## config.mk

```make
export PLATFORM = sky130hd
export DESIGN_NAME = serial_correlator
export DESIGN_NICKNAME = d
export VERILOG_FILES = /design/src/rtl/serial_correlator.sv
export SDC_FILE = /design/constraint.sdc
export NUM_CORES = 1
export LEC_CHECK = 0
export BUFFER_PORTS_ARGS = -buffer_cell sky130_fd_sc_hd__buf_4
export CORE_UTILIZATION = 57
export DETAILED_ROUTE_END_ITERATION = 12
export GPL_TIMING_DRIVEN = 0
export PLACE_DENSITY_LB_ADDON = 0.05
export SETUP_SLACK_MARGIN = 0.5
export SKIP_CTS_REPAIR_TIMING = 1
export SYNTH_ARGS = -nofsm -noshare
export SYNTH_HDL_FRONTEND = slang
export SYNTH_SLANG_ARGS = --single-unit
```

## constraint.sdc

```tcl
create_clock -name clock -period 3 [get_ports clock]
set_input_delay 0.3 -clock clock [delete_from_list [all_inputs] [get_ports clock]]
set_output_delay 0.3 -clock clock [all_outputs]
set_load 0.1 [all_outputs]
```

## src/rtl/serial_correlator.sv

```systemverilog
// serial_correlator: bit-serial popcount correlator of two WIDTH-bit operands.
// Each RUN cycle consumes LANES bit pairs. The pair term is a&b (mode=0) or
// ~(a^b) (mode=1), and the count of true terms is accumulated.
// Ports:
//   clock, reset (async, active-high)
//   start, mode, a, b : request, with operands captured on acceptance
//   busy   : high while the bit pairs are being consumed
//   done   : one-cycle pulse when result is updated
//   result : last completed count, held between completions
module serial_correlator #(
   parameter  int WIDTH = 6,
   parameter  int LANES = 1,
   localparam int CNT_W = $clog2(WIDTH + 1)
) (
   input  logic             clock,
   input  logic             reset,
   input  logic             start,
   input  logic             mode,
   input  logic [WIDTH-1:0] a,
   input  logic [WIDTH-1:0] b,
   output logic             busy,
   output logic             done,
   output logic [CNT_W-1:0] result
);

   localparam int BEATS = WIDTH / LANES;
   localparam int BW    = (BEATS > 1) ? $clog2(BEATS) : 1;
   localparam logic [BW-1:0] LAST = BW'(BEATS - 1);

   typedef enum logic [1:0] {
      IDLE = 2'd0,
      RUN  = 2'd1,
      DONE = 2'd2
   } state_t;

   state_t state_q, state_d;

   logic [WIDTH-1:0] sa, sb;
   logic             mode_q;
   logic [CNT_W-1:0] acc;
   logic [BW-1:0]    cnt;
   logic [CNT_W-1:0] term;
   logic [CNT_W-1:0] sum;
   logic             last;
   logic             load;

   // Popcount of the LANES low-order pair terms.
   always_comb begin
      term = '0;
      for (int i = 0; i < LANES; i++) begin
         if (mode_q ? (sa[i] ~^ sb[i]) : (sa[i] & sb[i]))
            term = term + CNT_W'(1);
      end
   end

   assign sum  = acc + term;
   assign last = (cnt == LAST);

   always_ff @(posedge clock or posedge reset) begin
      if (reset) state_q <= IDLE;
      else       state_q <= state_d;
   end

   always_comb begin
      state_d = state_q;
      load    = 1'b0;
      busy    = 1'b0;
      done    = 1'b0;
      unique case (state_q)
         IDLE: begin
            if (start) begin
               state_d = RUN;
               load    = 1'b1;
            end
         end
         RUN: begin
            busy = 1'b1;
            if (last) state_d = DONE;
         end
         DONE: begin
            done = 1'b1;
            // A start here restarts immediately with no IDLE cycle.
            if (start) begin
               state_d = RUN;
               load    = 1'b1;
            end else begin
               state_d = IDLE;
            end
         end
         default: state_d = IDLE;
      endcase
   end

   always_ff @(posedge clock or posedge reset) begin
      if (reset) begin
         sa     <= '0;
         sb     <= '0;
         mode_q <= 1'b0;
         acc    <= '0;
         cnt    <= '0;
         result <= '0;
      end else if (load) begin
         sa     <= a;
         sb     <= b;
         mode_q <= mode;
         acc    <= '0;
         cnt    <= '0;
      end else if (state_q == RUN) begin
         acc <= sum;
         sa  <= sa >> LANES;
         sb  <= sb >> LANES;
         cnt <= cnt + BW'(1);
         if (last) result <= sum;
      end
   end

endmodule
```

==> impl_metrics.py <==
metrics = {
    "yosys": {
        "synth_common_cells": "dfrtp_1, a22o_1, a21o_1",
        "yosysSeqAreaShare_pct": 53.9,
        "yosys.cell_count.top_type": "dfrtp_1",
        "synth-main-ff-cell": "dfrtp_1",
        "syn-num-nets": 107,
        "ys_ff_latch": 24,
        "yosys_warnings": 0,
        "synth_edf_count": 0,
        "async_reset_ff_share_pct": 100,
        "synth_top_area_cell": "dfrtp_1",
        "ys_types": 22,
        "avgSynthCellArea_um2": 13.0,
        "netlist_area_um2": 1110,
        "synthCells": 86,
        "netlist_top_cells_area": "dfrtp_1, a22o_1, a21o_1",
        "synth_top_area_share_pct": 53.9,
    },
    "setup_path": {
        "critPathCaptureType": "output port",
        "start_kind": "flip-flop",
        "critPathKind": "flip-flop to output port",
        "crit_path_max_fanout": 10,
        "arrival_ns": 1.52,
        "cp.required_ns": 2.70,
    },
    "place": {
        "dp.final_hpwl_um": 1540,
        "numPortBuffers": 20,
        "dp.cells": 131,
        "gp_congestion": 0.708,
        "place_area_um2": 1300,
    },
    "routing": {
        "wl_per_cell_um": 15.6,
        "drc": 0,
        "first_iter_violations": 9,
        "drt_first_pass_iters": 4,
        "via_count": 751,
        "antenna_left": 0,
        "via_per_inst": 5.60,
        "drt_wl_total_um": 2090,
    },
    "clocking": {
        "htreeDepth": 1,
        "clockRootBuffer": "clkbuf_4",
        "clock-sinks": 24,
        "path_clk_slew_ns": 0.12,
        "clk-insertion-delay-late_ns": 0.31,
        "clockBufferDepth": 2,
        "cts_made_buffers": 3,
        "cts_tree": "done",
    },
    "die": {
        "die_h_um": 46.2,
        "core_um2": 1780,
        "num_rows": 15,
        "fp.dieW_um": 46.2,
        "die-area_um2": 2140,
        "initial_utilization_pct": 62.5,
        "ios": 21,
    },
    "global_routing": {
        "grt_overflow": 0,
        "grt_pass1_vias": 733,
        "grt_pass1_wl_um": 3280,
        "antenna_found_initial": 0,
        "grt_use_total_pct": 22.9,
        "grt_max_degree": 25,
    },
    "sta": {
        "rsz0062_at_grt": "no",
        "finalSetupViolations": 0,
        "tns_ns": 0,
        "fmax_mhz": 550,
        "hold_viol_final": 0,
        "finClkSkew_ns": 0.00796,
        "max_slew_margin_pct": 40.9,
        "period_needed_ns": 1.82,
        "fin_crit_sh_pct": 60.6,
        "worstMarginPinSlew_ns": 0.886,
        "slew_violations": 0,
    },
    "power": {
        "peakVddDrop_v": 0.000976,
        "leakagePower_nw": 0.725,
        "power_density_nw_per_um2": 1150,
    },
    "finish": {
        "stdcell_count": 134,
        "area_delta_synth_final_pct": 18.3,
        "drive_gt1_share_pct": 31.2,
        "final_area_um2": 1320,
        "antenna-diode-count": 0,
        "final_nets": 132,
    },
    "run": {
        "max-cap-violations": 0,
    },
    "status": {
        "outcome": "finished, final reports clean",
    },
    "min_path": {
        "hold_path_class": "primary input to async pin",
    },
}
report_power, final:
group	total (mW)	internal, mW	switching, mW
clock network	0.137	0.0470	0.0900
registers	0.559	0.464	0.0951
logic	0.819	0.348	0.472
total	1.52	0.859	0.657
final timing paths:
check	startpoint	end	slack, ns	depth (start not counted)
worst max-delay path	state_q[0]	busy	1.18	4
worst min-delay path	reset	sb[1]	0.16	2
worst max register to register	sa[0]	acc[2]	1.30	6
worst min register to register	sa[3]	sa[3]	0.49	1
max in group asynchronous	reset	state_q[0]	2.29	2
min in group clock	b[3]	sb[3]	0.20	3
logic make-up (layout without fill, tap and decap cells):
| kind of cell | after synthesis | count (layout) | share of synthesized area, % |
|---|---|---|---|
| mux | 6 | 6 | 5.84 |
| fa+ha+maj | 5 | 5 | 5.61 |
| buf+inv | 9 | 32 | 6.06 |
| compound gates | 28 | 28 | 19.9 |
| simple gates | 12 | 12 | 7.18 |
| xor+xnor | 2 | 2 | 1.57 |
| flops | 24 | 24 | 53.9 |
per-stage QoR:
step	hold WS (ns)	util (%)	power, mW	worst slack [ns]
2_1_floorplan	0.315	-	1.20	1.49
3_3_place_gp	0.459	72.7	1.34	1.36
3_5_place_dp	0.466	72.7	1.39	1.33
4_1_cts	0.187	74.0	1.53	1.17
5_1_grt	0.215	74.0	1.60	1.10
6_report	0.163	74.0	1.52	1.18
state kept, by name, summed over array words and instances, names as in the netlist:
signal / count
acc: 3
state_q: 2
sb: 6
result: 3
cnt: 3
sa: 6
mode_q: 1
critical path: stages (launching register included):
cell     delay, ns
dfrtp_1       0.43
nor2b_4       0.17
buf_6         0.16
buf_6         0.16
buf_4         0.29
metal layers:
layer  vias up  share of wire [%]  track usage [%]
li1        355                  -                -
met1       376                 44             29.1
met2        16                 52             39.2
met3         4                1.8             2.35
met4         0                1.5             10.6
met5         -                  0                0
cells in the final DEF, fill, tap and decap left out, types with 2 or more instances in the layout:
cell type | synthesis | final
dfrtp_1 | 24 | 24
buf_4 | 1 | 21
a22o_1 | 15 | 15
a21o_1 | 10 | 10
ha_1 | 5 | 5
buf_6 | 4 | 4
mux2_2 | 4 | 4
inv_1 | 4 | 4
nand2_1 | 3 | 3
clkbuf_4 | 0 | 3
nor2b_1 | 2 | 2
mux2i_1 | 2 | 2
nor2_1 | 2 | 2
final cells by class:
type                    count  area (µm²)
plain buffers               5        52.6
flip-flops and latches     24         601
multi-input cells          53         447
inverters                   4        15.0
well taps                  25        31.3
repair buffers             20         150
fillers                   130         464
clock buffers               3        22.5
(Power assumes the default switching activity.)
